### config.mk
export PLATFORM = sky130hd
export DESIGN_NAME = controle_irrigacao
export DESIGN_NICKNAME = d
export VERILOG_FILES = /design/src/rtl/controle_irrigacao.sv
export SDC_FILE = /design/constraint.sdc
export NUM_CORES = 1
export LEC_CHECK = 0
export ABC_AREA = 1
export BUFFER_PORTS_ARGS = -buffer_cell sky130_fd_sc_hd__clkbuf_2
export CAP_MARGIN = 20
export CELL_PAD_IN_SITES_DETAIL_PLACEMENT = 0
export CELL_PAD_IN_SITES_GLOBAL_PLACEMENT = 1
export CORE_MARGIN = 1
export CORE_UTILIZATION = 45
export DETAILED_ROUTE_END_ITERATION = 10
export PLACE_DENSITY = 0.8
export SETUP_SLACK_MARGIN = 0.4
export SKIP_LAST_GASP = 1
export SLEW_MARGIN = 20
export SYNTH_ARGS = -nofsm -noshare
export SYNTH_HDL_FRONTEND = slang
export SYNTH_SLANG_ARGS = --single-unit
### constraint.sdc
create_clock -name clk -period 2.6 [get_ports clk]
set_clock_uncertainty 0.2 [all_clocks]
set_input_delay 0.26 -clock clk [delete_from_list [all_inputs] [get_ports clk]]
set_output_delay 0.26 -clock clk [all_outputs]
set_load 0.01 [all_outputs]
### src/rtl/controle_irrigacao.sv
// Irrigation sequencer: synchronised trigger/sensors drive a timed valve
// cycle followed by a drain cooldown, with tank-low and level-fault reporting.
module controle_irrigacao #(
  parameter int IRRIG_TICKS = 8,
  parameter int DRAIN_TICKS = 4
) (
  input  logic       clk,
  input  logic       reset,
  input  logic       gatilho_in,
  input  logic [1:0] umidade,
  input  logic       nivel_l,
  input  logic       nivel_m,
  input  logic       nivel_h,
  input  logic       modo,
  output logic       valvula_asp,
  output logic       valvula_got,
  output logic       alarme,
  output logic       erro_sensor,
  output logic [2:0] estado,
  output logic [7:0] ciclos
);

  localparam int DRIP_TICKS = 2 * IRRIG_TICKS;
  localparam int MAX_TICKS  = (DRIP_TICKS > DRAIN_TICKS) ?
                              DRIP_TICKS : DRAIN_TICKS;
  localparam int CW = $clog2(MAX_TICKS + 1);

  localparam logic [CW-1:0] IRRIG_CNT = CW'(IRRIG_TICKS);
  localparam logic [CW-1:0] DRIP_CNT  = CW'(DRIP_TICKS);
  localparam logic [CW-1:0] DRAIN_CNT = CW'(DRAIN_TICKS);
  localparam logic [CW-1:0] CNT_ONE   = CW'(1);

  typedef enum logic [2:0] {
    IDLE  = 3'd0,
    CHECK = 3'd1,
    REGA  = 3'd2,
    PAUSA = 3'd3,
    ERRO  = 3'd4
  } state_t;

  logic [6:0] raw;
  logic [6:0] sync1_q;
  logic [6:0] sync2_q;
  logic       gat_prev_q;

  assign raw = {gatilho_in, umidade, nivel_h, nivel_m, nivel_l, modo};

  always_ff @(posedge clk or posedge reset) begin
    if (reset) begin
      sync1_q    <= '0;
      sync2_q    <= '0;
      gat_prev_q <= 1'b0;
    end else begin
      sync1_q    <= raw;
      sync2_q    <= sync1_q;
      gat_prev_q <= sync2_q[6];
    end
  end

  logic       gat_s;
  logic [1:0] umid_s;
  logic       nh_s;
  logic       nm_s;
  logic       nl_s;
  logic       modo_s;
  logic       trig_edge;
  logic       level_fault;

  assign gat_s       = sync2_q[6];
  assign umid_s      = sync2_q[5:4];
  assign nh_s        = sync2_q[3];
  assign nm_s        = sync2_q[2];
  assign nl_s        = sync2_q[1];
  assign modo_s      = sync2_q[0];
  assign trig_edge   = gat_s & ~gat_prev_q;
  assign level_fault = (nh_s & ~nm_s) | (nm_s & ~nl_s);

  state_t        state_q, state_d;
  logic [CW-1:0] cnt_q, cnt_d;
  logic          modo_q, modo_d;
  logic          alarme_q, alarme_d;
  logic [7:0]    ciclos_q, ciclos_d;

  always_ff @(posedge clk or posedge reset) begin
    if (reset) begin
      state_q  <= IDLE;
      cnt_q    <= '0;
      modo_q   <= 1'b0;
      alarme_q <= 1'b0;
      ciclos_q <= '0;
    end else begin
      state_q  <= state_d;
      cnt_q    <= cnt_d;
      modo_q   <= modo_d;
      alarme_q <= alarme_d;
      ciclos_q <= ciclos_d;
    end
  end

  always_comb begin
    state_d  = state_q;
    cnt_d    = cnt_q;
    modo_d   = modo_q;
    alarme_d = alarme_q;
    ciclos_d = ciclos_q;
    case (state_q)
      IDLE: begin
        if (trig_edge) state_d = CHECK;
      end
      CHECK: begin
        if (level_fault) begin
          state_d = ERRO;
        end else if (!nl_s) begin
          alarme_d = 1'b1;
          state_d  = IDLE;
        end else if (umid_s[1]) begin
          state_d = IDLE;
        end else begin
          alarme_d = 1'b0;
          modo_d   = modo_s;
          cnt_d    = modo_s ? DRIP_CNT : IRRIG_CNT;
          state_d  = REGA;
        end
      end
      REGA: begin
        if (level_fault) begin
          state_d = ERRO;
        end else if (!nl_s) begin
          alarme_d = 1'b1;
          cnt_d    = DRAIN_CNT;
          state_d  = PAUSA;
        end else if (umid_s == 2'b11) begin
          cnt_d   = DRAIN_CNT;
          state_d = PAUSA;
        end else if (cnt_q == CNT_ONE) begin
          if (ciclos_q != 8'hFF) ciclos_d = ciclos_q + 8'd1;
          cnt_d   = DRAIN_CNT;
          state_d = PAUSA;
        end else begin
          cnt_d = cnt_q - CNT_ONE;
        end
      end
      PAUSA: begin
        if (cnt_q == CNT_ONE) state_d = IDLE;
        else                  cnt_d   = cnt_q - CNT_ONE;
      end
      ERRO: begin
        state_d = ERRO;
      end
      default: begin
        state_d = IDLE;
      end
    endcase
  end

  // Moore decode of registered state only, so reset clears valves at once
  assign valvula_asp = (state_q == REGA) & ~modo_q;
  assign valvula_got = (state_q == REGA) &  modo_q;
  assign erro_sensor = (state_q == ERRO);
  assign alarme      = alarme_q;
  assign estado      = state_q;
  assign ciclos      = ciclos_q;

endmodule

==> reports/results.ini, run 1 <==
[grt]
antenna_found_initial=0
grt.overflow.total=0
grt_pass1_vias=1135
grt_max_degree=34
grt_pass1_wl_um=4800
grt_use_total=0.185

[sta]
hold_viol_final=0
whs_ns=0.160
drv_slew=0
fin_crit_ns=1.82
worst_pin_slew_ns=0.394
fmax_ghz=0.548
rsz0062_at_grt=no
slew_headroom=0.737
fin_crit_sh=0.702
finalSetupViolations=0
finalSetupTns_ns=0

[min_path]
min_to=sync2_q[0]
hold_depth=0
min_path_type=flip-flop to flip-flop
min-delay-start=sync1_q[0]

[power]
p_int_mw=1.02
clkPwrFrac=0.235
peakVddDrop_v=0.000453
sequentialPowerShare=0.412
pwr-share-comb=0.352
leakage_nw=0.966
power.density_mw_per_mm2=885
power_switching_uw=634
swShare=0.382

[drt]
viasPerCell=4.71
post-route-drc-count=0
wl_um=2850
drt_iter0_markers=48
num_vias=1201
post_drt_wl_per_cell_um=11.2
dr.pass1.iters=4
drtAntennaViolNets=0

[clocking]
cts-root-buf=clkbuf_4
ctsResizeCount=0
path_clk_slew_ns=0.12
cts_buffer_depth=2
cts.sinks=33
cts_tree=built
cts_max_level=2
cts_made_buffers=5
clkLatencyLatePin_ns=0.34

[critical_path]
worstPathArrival_ns=1.36
setup.worst_path.start=estado[2]
worst-r2r-setup-slack_ns=0.82
reg2reg_to=ciclos[3]
crit_fanout=7
cp-start-kind=flip-flop
path_class=flip-flop to output port
critPathRequiredTime_ns=2.14
r2r_cells=10
critPathCaptureType=output port
reg2reg_from=cnt_q[1]

[die]
die-height_um=60.4
pin_count=24
core_region_area_mm2=0.00315
die_w_um=60.4
initial_core_util=0.487
die_area_mm2=0.00365
num_rows=20

[logic_synthesis]
postSynthAreaPerCell_um2=8.97
syn_inst=171
syn_nets=183
syn_area_mm2=0.00153
ys_seq_area_frac=0.538
synth.ff_latch_count=33
ys_types=24
yosys-top-cells-area=dfrtp_1 (54%), nand2_1 (14%), inv_1 (3.9%), xnor2_1 (3.4%), nor2_1 (2.9%)
synth.top_cell.area_share=0.538
synth_largest_area_cell=dfrtp_1
ys_warn_count=0

[placement]
gp_congestion=0.867
portBuffers=23
post-dp-hpwl_um=2080

[cells_and_area]
antenna_cells=0
synthToLayoutAreaGrowth_pct=22.3
nets=222
layout-drive-gt1-share=0.227
final_common_cell=nand2_1
most-common-layout-cells=nand2_1 (59), dfrtp_1 (33), clkbuf_2 (23)

[status]
outcome=finished clean

[run]
cap_violations=0

[layout make-up]
cell class | count | area, um2
flip-flops and latches | 33 | 826
fillers | 306 | 1280
repair buffers | 32 | 203
inverters | 20 | 77.6
multi-input cells | 118 | 631
clock inverters | 3 | 46.3
clock buffers | 5 | 37.5
well taps | 44 | 55.1
[repair_timing]
| action | CTS | global route |
|---|---|---|
| hold buffers | 8 | 0 |
| setup buffers | 0 | 0 |
| endpoints found under the hold margin | 40 | 0 |
[synth_stat cells]
| library cell | number |
|---|---|
| nand2_1 | 59 |
| dfrtp_1 | 33 |
| inv_1 | 16 |
| nor2_1 | 12 |
| xnor2_1 | 6 |
| nand3_1 | 5 |
| o21ai_1 | 5 |
| nand4_1 | 4 |
| ha_1 | 3 |
| inv_2 | 3 |
| nor2_2 | 3 |
| nor2_4 | 3 |
| o21ai_0 | 3 |
| xor2_1 | 3 |
| a21oi_1 | 2 |
| nand2_2 | 2 |
| o22ai_1 | 2 |
| inv_4 | 1 |
| nand2_4 | 1 |
| nand3_4 | 1 |
| nand3b_4 | 1 |
| nor3_1 | 1 |
| o211ai_1 | 1 |
| o21ai_2 | 1 |
[worst max path at each step]
stage | to | slack [ns] | cells past startpoint
5_1_grt | valvula_got | 0.68 | 4
4_1_cts | valvula_asp | 0.77 | 4
6_report | valvula_asp | 0.78 | 4
3_5_place_dp | ciclos[3] | 0.89 | 10
2_1_floorplan | ciclos[3] | 1.01 | 8
3_3_place_gp | ciclos[3] | 0.92 | 10
[metrics by stage]
stage,setup slack (ns),std cells,area [um2],util,total power [mW]
floorplan,1.01,171,1530,-,1.12
global placement,0.923,239,1710,0.543,1.26
detailed placement,0.891,239,1710,0.543,1.27
CTS,0.771,255,1880,0.595,1.67
global route,0.675,255,1880,0.595,1.78
finish,0.775,255,1880,0.595,1.66
[sequential cells by signal, summed over array words and instances (netlist names)]
| signal | flops |
|---|---|
| alarme | 1 |
| ciclos | 8 |
| cnt_q | 5 |
| estado | 3 |
| gat_prev_q | 1 |
| modo_q | 1 |
| sync1_q | 7 |
| sync2_q | 7 |
[routing by layer]
layer	GRT usage	share of wire	vias up
met3	0.0554	0.042	5
li1	-	-	614
met2	0.301	0.49	25
met4	0.0731	0.011	0
met1	0.231	0.46	557
met5	0	0	-
[power by group through the flow]
stage	clock [mW]	sequential [mW]	combinational, mW
after floorplan	0	0.690	0.432
after global placement	0	0.689	0.567
after detailed placement	0	0.693	0.575
after CTS	0.400	0.682	0.589
after global routing	0.425	0.693	0.665
final	0.390	0.684	0.585
[logic make-up (layout without fill, tap and decap cells)]
kind of cell	Yosys count	count (layout)	share of synthesized area
flops	33	33	0.538
simple gates	92	92	0.284
compound gates	14	14	0.0514
fa+ha+maj	3	3	0.0245
buf+inv	20	60	0.0506
xor+xnor	9	9	0.0514
[worst max-delay path: stages (launching register included)]
cell      delay [ns]
dfrtp_1         0.47
nor2_4          0.20
nand2_4         0.11
nor2_1          0.11
clkbuf_2        0.14
Power figures use the tool's default switching activity.
==> run 2, diff against run 1 <==
--- a/config.mk
+++ b/config.mk
@@ -11,9 +11,9 @@
 export CELL_PAD_IN_SITES_DETAIL_PLACEMENT = 0
 export CELL_PAD_IN_SITES_GLOBAL_PLACEMENT = 1
 export CORE_MARGIN = 1
-export CORE_UTILIZATION = 45
+export CORE_UTILIZATION = 41
 export DETAILED_ROUTE_END_ITERATION = 10
-export PLACE_DENSITY = 0.8
+export PLACE_DENSITY = 0.74
 export SETUP_SLACK_MARGIN = 0.4
 export SKIP_LAST_GASP = 1
 export SLEW_MARGIN = 20
==> constraint.sdc (replaced) <==
create_clock -name clk -period 1.7 [get_ports clk]
set_clock_uncertainty 0.2 [all_clocks]
set_input_delay 0.17 -clock clk [delete_from_list [all_inputs] [get_ports clk]]
set_output_delay 0.17 -clock clk [all_outputs]
set_load 0.01 [all_outputs]
==> run 2 against run 1 <==
  * Routed wire length rose by 12%
  * Combinational power grew 130%
  * Register-to-register slack lost 0.72 ns
  * Die area rose by 9.4%
  * Clock-buffer cell count unchanged
  * Worst setup slack got worse by 0.67 ns
  * Final cell count grew 8.6%
  * Total power is 90% higher
  * Critical path depth increased by 6
  * First-iteration DRC count down 13%
  * Sequential power grew 54%
==> reports/results.ini, run 2 (synthesized netlist as in run 1, its figures left out) <==
[grt]
antenna_found_initial=0  ; unchanged
grt.overflow.total=0  ; unchanged
grt_pass1_wl_um=5510  ; was 4800 um
grt_max_degree=34  ; unchanged
grt_use_total=0.182  ; was 0.185
grt_pass1_vias=1233  ; was 1135

[sta]
fin_crit_ns=1.60
fin_crit_sh=0.939
fmax_ghz=0.626
worst_pin_slew_ns=0.417  ; was 0.394 ns
finalSetupTns_ns=0  ; unchanged
drv_slew=0  ; unchanged
slew_headroom=0.722  ; was 0.737
rsz0062_at_grt=yes  ; was no
finalSetupViolations=0  ; unchanged
whs_ns=0.150  ; was 0.160 ns
hold_viol_final=0  ; unchanged

[power]
finalPower_mw=3.15  ; was 1.66 mW
power.density_mw_per_mm2=1430  ; was 885 mW/mm2
peakVddDrop_v=0.000848  ; was 0.000453 V
leakage_nw=1.10  ; was 0.966 nW

[drt]
viasPerCell=4.61  ; was 4.71
post_drt_wl_per_cell_um=11.5  ; was 11.2 um
drtAntennaViolNets=0  ; unchanged
num_vias=1276  ; was 1201
wl_um=3190  ; was 2850 um
post-route-drc-count=0  ; unchanged
drt_iter0_markers=42  ; was 48
dr.pass1.iters=4  ; unchanged

[min_path]
min_path_type=flip-flop to flip-flop  ; unchanged

[critical_path]
path_class=flip-flop to flip-flop  ; was flip-flop to output port
critPathCaptureType=flip-flop  ; was output port
crit_fanout=6  ; was 7
cpLargestDelayFamily=simple AND/OR/NAND/NOR gates  ; was flip-flops
crit_buf_inv=3  ; was 1
critPathRequiredTime_ns=1.71  ; was 2.14 ns
crit_slowest_cell=dfrtp_1  ; unchanged
cp-start-kind=flip-flop  ; unchanged
critPathMaxStageDelay_ns=0.39  ; was 0.47 ns
worstPathArrival_ns=1.60  ; was 1.36 ns
crit_chain=inv_2 > ha_4 > inv_2 > nor2_4 > nand2_4 > nor2_4 > nand3_4 > inv_4 > nand2_1 > o21ai_1  ; was nor2_4 > nand2_4 > nor2_1 > clkbuf_2

[cells_and_area]
antenna_cells=0  ; unchanged
largest_reg_flops=8  ; unchanged
synthToLayoutAreaGrowth_pct=44.0  ; was 22.3%
most-common-layout-cells=nand2_1 (51), dfrtp_1 (30), clkbuf_2 (17)  ; was nand2_1 (59), dfrtp_1 (33), clkbuf_2 (23)
nets=242  ; was 222
layout-drive-gt1-share=0.407  ; was 0.227
final_common_cell=nand2_1  ; unchanged

[die]
die-height_um=63.2  ; was 60.4 um
core_region_area_mm2=0.00347  ; was 0.00315 mm2
initial_core_util=0.442  ; was 0.487
pin_count=24  ; unchanged
num_rows=21  ; was 20
die_area_mm2=0.00399  ; was 0.00365 mm2
die_w_um=63.2  ; was 60.4 um

[clocking]
cts-root-buf=clkbuf_8  ; was clkbuf_4
cts_buffer_depth=2  ; unchanged
cts_made_buffers=5  ; unchanged
cts.sinks=33  ; unchanged
path_clk_slew_ns=0.07  ; was 0.12 ns
clkLatencyLatePin_ns=0.28  ; was 0.34 ns
cts_tree=built  ; unchanged
cts_max_level=2  ; unchanged

[status]
outcome=finished clean  ; unchanged

[placement]
post-dp-hpwl_um=2110  ; was 2080 um
gp_congestion=0.847  ; was 0.867
portBuffers=23  ; unchanged

[run]
cap_violations=0  ; unchanged

run 2: path summary, 6_finish.rpt:
path,startpoint,to,slack (ns),depth (start not counted)
worst max register to register,cnt_q[1],ciclos[3],0.10,10
worst min-delay path,sync1_q[3],sync2_q[3],0.15,0
worst max-delay path,cnt_q[1],ciclos[3],0.10,10
max in group asynchronous,reset,estado[2],0.68,4
min in group asynchronous,reset,sync2_q[1],0.30,4
worst min register to register,sync1_q[3],sync2_q[3],0.15,0
run 2: what timing repair did:
item | in CTS | in global routing
endpoints found under the setup margin | 23 | 26
buffers inserted | 12 | 4
resized for setup | 24 | 24
hold buffers | 8 | 0
hold endpoints to repair | 40 | 0
gates cloned | 1 | 0
pin swaps | 11 | 13
run 2: power by group:
part           internal [mW]  leakage (nW)  switching [mW]
combinational          0.631         0.636           0.732
clock                  0.438        0.0543           0.301
sequential             0.917         0.410           0.128
total                   1.99          1.10            1.16
run 2: layout make-up:
cell class	instances	area [um2]
Timing Repair Buffer	51	379
Fill cell	294	1260
Inverter	20	80.1
Multi-Input combinational cell	119	747
Sequential cell	33	830
Clock inverter	3	46.3
Clock buffer	5	68.8
Tap cell	46	57.6
run 2: worst register-to-register path: stages, from the launching register on:
cell     delay (ns)
dfrtp_1        0.39
inv_2          0.08
ha_4           0.12
inv_2          0.04
nor2_4         0.12
nand2_4        0.09
nor2_4         0.13
nand3_4        0.13
inv_4          0.10
nand2_1        0.05
o21ai_1        0.07
run 2: per-stage QoR:
| step | utilization | setup slack, ns | cells | instance area [um2] |
|---|---|---|---|---|
| 6_report | 0.637 | 0.104 | 277 | 2210 |
| 3_5_place_dp | 0.504 | -0.0240 | 244 | 1750 |
| 4_1_cts | 0.610 | 0.0722 | 273 | 2110 |
| 5_1_grt | 0.637 | -0.00170 | 277 | 2210 |
| 3_3_place_gp | 0.504 | 0.0396 | 244 | 1750 |
| 2_1_floorplan | - | 0.136 | 171 | 1550 |
run 2: per-layer routing:
layer,vias up,track usage,wire length [um],share of wire
li1,653,-,-,-
met5,-,0,0,0
met4,0,0.0610,21,0.0066
met1,601,0.225,1460,0.46
met2,20,0.302,1610,0.50
met3,2,0.0507,105,0.033
